<file path="config.mk">
export PLATFORM = sky130hd
export DESIGN_NAME = quadrature_decoder
export DESIGN_NICKNAME = d
export VERILOG_FILES = /design/src/rtl/quadrature_decoder.sv
export SDC_FILE = /design/constraint.sdc
export NUM_CORES = 1
export LEC_CHECK = 0
export ABC_AREA = 1
export CORE_MARGIN = 3
export CORE_UTILIZATION = 53
export CTS_CLUSTER_DIAMETER = 60
export DETAILED_ROUTE_END_ITERATION = 8
export PLACE_DENSITY = 0.74
export SLEW_MARGIN = 10
export SYNTH_ARGS = -nofsm -noshare
export SYNTH_HDL_FRONTEND = slang
export SYNTH_SLANG_ARGS = --single-unit
</file>
<file path="constraint.sdc">
create_clock -name clk -period 1.3 [get_ports clk]
set_input_delay 0.26 -clock clk [delete_from_list [all_inputs] [get_ports clk]]
set_output_delay 0.26 -clock clk [all_outputs]
set_load 0.01 [all_outputs]
</file>
<file path="src/rtl/quadrature_decoder.sv">
// Quadrature A/B decoder: synchronise, optionally glitch-filter, decode to detent pulses.
// Define QDEC_GLITCH_FILTER_EN to build the FILT_LEN-cycle stability filter on the AB pair.
module quadrature_decoder #(
   parameter int SYNC_STAGES     = 2,
   parameter int FILT_LEN        = 4,
   parameter int STEPS_PER_PULSE = 4
) (
   input  logic clk,
   input  logic reset,
   input  logic enc_a,
   input  logic enc_b,
   input  logic error_clr,
   output logic increment,
   output logic decrement,
   output logic error
);

   localparam int AW = $clog2(STEPS_PER_PULSE) + 2;
   localparam logic signed [AW-1:0] ACC_MAX = AW'(STEPS_PER_PULSE - 1);
   localparam logic signed [AW-1:0] ACC_MIN = -ACC_MAX;
   localparam logic signed [AW-1:0] ACC_ONE = AW'(1);

   // The init window covers the synchroniser (and filter) flushing their post-reset
   // zeros, so whatever resting state the pins hold is absorbed instead of decoded.
   localparam int INIT_CYCLES = SYNC_STAGES + FILT_LEN + 1;
   localparam int IW          = $clog2(INIT_CYCLES + 1);

   logic [SYNC_STAGES-1:0] r_sync_a;
   logic [SYNC_STAGES-1:0] r_sync_b;
   logic [1:0]             w_ab_s;
   logic [1:0]             w_ab_f;
   logic [1:0]             r_prev_ab;
   logic                   r_init;
   logic [IW-1:0]          r_init_cnt;
   logic signed [AW-1:0]   r_acc;
   logic                   r_inc;
   logic                   r_dec;
   logic                   r_error;
   logic                   w_step_up;
   logic                   w_step_dn;
   logic                   w_illegal;

   // NOTE: sequential state uses <= so every flop samples pre-edge values.
   always_ff @(posedge clk) begin
      if (reset) begin
         r_sync_a <= '0;
         r_sync_b <= '0;
      end else begin
         r_sync_a <= {r_sync_a[SYNC_STAGES-2:0], enc_a};
         r_sync_b <= {r_sync_b[SYNC_STAGES-2:0], enc_b};
      end
   end

   assign w_ab_s = {r_sync_a[SYNC_STAGES-1], r_sync_b[SYNC_STAGES-1]};

`ifdef QDEC_GLITCH_FILTER_EN
   localparam int CW = $clog2(FILT_LEN + 1);

   logic [1:0]    r_ab_f;
   logic [1:0]    r_cand;
   logic [CW-1:0] r_filt_cnt;
   logic [CW-1:0] w_run;

   // Length of the current run of identical samples, including this cycle's.
   assign w_run = (w_ab_s == r_cand) ? r_filt_cnt + 1'b1 : CW'(1);

   always_ff @(posedge clk) begin
      if (reset) begin
         r_ab_f     <= '0;
         r_cand     <= '0;
         r_filt_cnt <= '0;
      end else begin
         r_cand <= w_ab_s;
         if (w_ab_s == r_ab_f) begin
            r_filt_cnt <= '0;
         end else if (w_run >= CW'(FILT_LEN)) begin
            r_ab_f     <= w_ab_s;
            r_filt_cnt <= '0;
         end else begin
            r_filt_cnt <= w_run;
         end
      end
   end

   assign w_ab_f = r_ab_f;
`else
   assign w_ab_f = w_ab_s;
`endif

   // NOTE: defaults first so no path through always_comb leaves an output unassigned (no latch).
   always_comb begin
      w_step_up = 1'b0;
      w_step_dn = 1'b0;
      w_illegal = 1'b0;
      case ({r_prev_ab, w_ab_f})
         4'b00_01, 4'b01_11, 4'b11_10, 4'b10_00: w_step_up = 1'b1;
         4'b00_10, 4'b10_11, 4'b11_01, 4'b01_00: w_step_dn = 1'b1;
         4'b00_11, 4'b11_00, 4'b01_10, 4'b10_01: w_illegal = 1'b1;
         default: ;
      endcase
   end

   always_ff @(posedge clk) begin
      if (reset) begin
         r_prev_ab  <= '0;
         r_init     <= 1'b0;
         r_init_cnt <= '0;
         r_acc      <= '0;
         r_inc      <= 1'b0;
         r_dec      <= 1'b0;
         r_error    <= 1'b0;
      end else begin
         r_prev_ab <= w_ab_f;
         r_inc     <= 1'b0;
         r_dec     <= 1'b0;
         // Set has priority over clear when both land in one cycle.
         r_error   <= (r_init & w_illegal) | (r_error & ~error_clr);
         if (!r_init) begin
            if (r_init_cnt == IW'(INIT_CYCLES - 1)) r_init <= 1'b1;
            else                                     r_init_cnt <= r_init_cnt + 1'b1;
         end else if (w_step_up) begin
            if (r_acc == ACC_MAX) begin
               r_acc <= '0;
               r_inc <= 1'b1;
            end else begin
               r_acc <= r_acc + ACC_ONE;
            end
         end else if (w_step_dn) begin
            if (r_acc == ACC_MIN) begin
               r_acc <= '0;
               r_dec <= 1'b1;
            end else begin
               r_acc <= r_acc - ACC_ONE;
            end
         end
      end
   end

   assign increment = r_inc;
   assign decrement = r_dec;
   assign error     = r_error;

endmodule
</file>
==> metrics.md <==
| Metric | Value |
|---|---|
| Hold path cells | 2 |
| Number of fill cells | ~140 |
| Reg area | 341.6 um^2 |
| Final setup violation count | 0 |
| IO buf count | 7 |
| Die Y | about 48 um |
| All-Layer GR Usage | between 10% and 20% |
| Synth Warn # | 0 |
| Root Buffer Master | clkbuf_4 |
| Placer Congestion | between 0.8 and 0.9 |
| Worst path cell trace | buf_4 -> ha_1 -> a21oi_1 -> nand2_2 -> nand2_2 -> nand2_2 -> a21oi_2 |
| Most numerous cell on the critical path | nand2_2 |
| FFs w/ async S/R, synth | 0% |
| Synth Cell Area | between 900 and 1000 um^2 |
| P&R area growth vs syn | 12.97% |
| Post-route setup TNS | 0 ns |
| Routed vias/inst | between 4 and 5 |
| Core Area | ~1600 um^2 |
| Met3 wire length | around 49 um |
| Prevailing post-synth register cell | dfxtp_1 |
| Fin Clk Skew | between 0.006 and 0.007 ns |
| Worst Min Path Start | r_sync_b[0]$_SDFF_PP0_ |
| Largest net degree at the start of global routing | 11 |
| Htree depth | 1 |
| Final Hold Viols | 0 |
| HPWL Detailed | 1194 um |
| R2r worst-path depth | 7 |
| DRC Markers | 0 |
| Fin crit period | approximately 1.2 ns |
| Drt total wl | approximately 1600 um |
| HP Class | reg2reg |
| Critical Path Start Type | flip-flop |
| Crit end category | flip-flop |
| Tightest Pin Transition | about 0.32 ns |
| CP Data Arrival Time | around 1.4 ns |
| DP Area | around 1000 um^2 |
| DR WL/cell | between 10 and 15 um |
| Fin crit share | approximately 90% |
| Most frequent cells in the layout | nand2_1, nor2_1, dfxtp_1 |
| Crit path max fanout | 4 |
| Post-synth EDFFs | 0 |
| Worst-Skew Late Latency | ~0.29 ns |
| DRT iter0 DRCs | 14 |
| Layout cells sized above 1 | 18.25% |
| Die area | between 2000 and 2500 um^2 |
| Max Clk Rate | roughly 830 MHz |
| Dominant cells by area after synthesis | dfxtp_1, nand2_1, nor2_1 |
| Reg2Reg Launch Point | r_acc[1]$_SDFFE_PP0P_ |
| Syn Nets | roughly 140 |
| CP Class | reg2reg |
| Outcome | finished clean |
| Global-route wire length before repair | approximately 2500 um |
| # rows | 14 |
| CTS max path bufs | 2 |
| RSZ-0062 raised after global routing | no |
| CTS tree | yes |
| Clk sink count | 17 |
| WP buf/inv | 1 |
| Syn Inst Count | 126 |
| WL met1 | 784 um |
| DIE WIDTH | 47.80 um |
| Routed Antenna Nets | 0 |
| Via count | 755 |
| Reg2reg setup slack | 0.1 ns |
| Starting Density | between 50 and 60% |
| Sequential share of the synthesized area | a little under two fifths |
| Fin. max-slew vios | 0 |
| Cell taking the most area after synthesis | dfxtp_1 |
| Worst-path clk slew | about 0.1 ns |
| Cell family with most CP delay | flip-flops |
| Pwr/cell area | around 900 nW/um^2 |
| Worst endpoint required time | about 1.5 ns |
| Nets | 148 |
| Highest routed metal layer | met3 |
| DR pass1 iterations | 3 |
| GRT overflow | 0 |
| Area of the multi-input gates | 500.5 um^2 |
| Hold worst-path end | r_sync_b[1]$_SDFF_PP0_ |
| Slowest Stage Delay on Critical Path | 0.33 ns |
| Worst vdd ir | 664.3 uV |
| Rel. slew slack | 78.45% |
| Leak | 0.4981 nW |
| Slowest stage cell on the critical path | dfxtp_1 |
| Yosys reg bits | 17 |
| Design area | between 1000 and 1500 um^2 |
| Antenna Cells | 0 |
| Yosys top cell area share | between 30% and 40% |
| Yosys cell types | 25 |
| Max Cap Violations | 0 |
| Syn Area/Cell | between 7 and 8 um^2 |
| Routed wire length on met2 | slightly above 700 um |
| Vias in the first global route | 653 |
| Antenna violations before repair | 0 |
| CTS Buf Count | 3 |
| RR Endpoint | r_acc[0]$_SDFFE_PP0P_ |
| Commonest non-fill, non-tap cell in the layout | nand2_1 |
| Io pins | 8 |
[state kept, by name, indices dropped and copies added, names as in the netlist]
register    count
r_sync_b        2
r_prev_ab       2
error           1
decrement       1
r_sync_a        2
r_init          1
increment       1
r_init_cnt      3
r_acc           4
[metal layers]
| layer | global-route usage (%) | vias to the layer above |
|---|---|---|
| li1 | - | 412 |
| met1 | 18.37 | 333 |
| met2 | 26.39 | 10 |
| met3 | 4.511 | 0 |
| met4 | 3.226 | 0 |
| met5 | 0 | - |
[tightest hold or removal path, delay by kind of cell, from the launching register on]
family	cells	cell delay (ns)
simple gates	1	0.03
flops	1	0.31
buf+inv	1	0.04
[synth_stat cells, types with 3 or more instances]
| library cell | count |
|---|---|
| o21ai_1 | 3 |
| dfxtp_1 | 17 |
| inv_2 | 5 |
| ha_1 | 5 |
| xor2_1 | 3 |
| nand2_2 | 4 |
| nor2_1 | 17 |
| nand2_4 | 3 |
| nand2_1 | 29 |
| a21oi_1 | 6 |
| inv_1 | 15 |
| nand3_1 | 6 |
[metrics by stage]
step | setup WS, ns | power (mW) | hold slack, ns | instances | util, %
after CTS | 0.05103 | 0.9530 | 0.4158 | 153 | 66.03
after detailed placement | 0.003720 | 0.6689 | 0.4001 | 149 | 64.44
final | 0.09835 | 0.9377 | 0.4108 | 153 | 66.35
after global routing | 0.0001131 | 0.9943 | 0.4281 | 153 | 66.35
after global placement | 0.02998 | 0.6645 | 0.3886 | 149 | 64.44
after floorplan | 0.1325 | 0.6389 | 0.3370 | 126 | -
[kinds of logic after synthesis]
logic type | Yosys count | synth area share (%)
AO/OA/AOI/OAI | 13 | 7.973
XOR/XNOR | 3 | 2.838
adder cells (fa/ha/maj) | 5 | 6.757
buffers and inverters | 22 | 9.729
flip-flops | 17 | 36.76
AND/OR/NAND/NOR | 66 | 35.95
[power breakdown]
| group | leakage [nW] | switching (mW) | internal, mW |
|---|---|---|---|
| Combinational | 0.341 | 0.0581 | 0.0441 |
| Sequential | 0.139 | 0.0158 | 0.539 |
| Clock | 0.0177 | 0.166 | 0.114 |
[final cells by class]
class	count	area share [%]
Clock buffer	3	2.153
Clock inverter	1	0.4785
Inverter	20	7.177
Multi-Input combinational cell	87	47.85
Sequential cell	17	32.66
Tap cell	16	1.914
Timing Repair Buffer	9	7.775
[worst max-delay path by stage]
stage          depth (start not counted)  slack, ns                       start                         end
3_5_place_dp                           8      0.004       r_acc[0]$_SDFFE_PP0P_       r_acc[0]$_SDFFE_PP0P_
5_1_grt                                7     0.0001  r_init_cnt[0]$_SDFFE_PP0P_  r_init_cnt[2]$_SDFFE_PP0P_
6_report                               7        0.1       r_acc[1]$_SDFFE_PP0P_       r_acc[0]$_SDFFE_PP0P_
4_1_cts                                9       0.05       r_acc[1]$_SDFFE_PP0P_       r_acc[0]$_SDFFE_PP0P_
2_1_floorplan                          8       0.13       r_acc[0]$_SDFFE_PP0P_       r_acc[1]$_SDFFE_PP0P_
3_3_place_gp                           4       0.03                       reset       r_acc[3]$_SDFFE_PP0P_
[what timing repair did]
action                                  in CTS  in global routing
buffers inserted                             0                  0
hold buffers                                 0                  0
endpoints found under the setup margin       4                  1
gates resized for setup                      4                  1
Power figures use the tool's default switching activity.
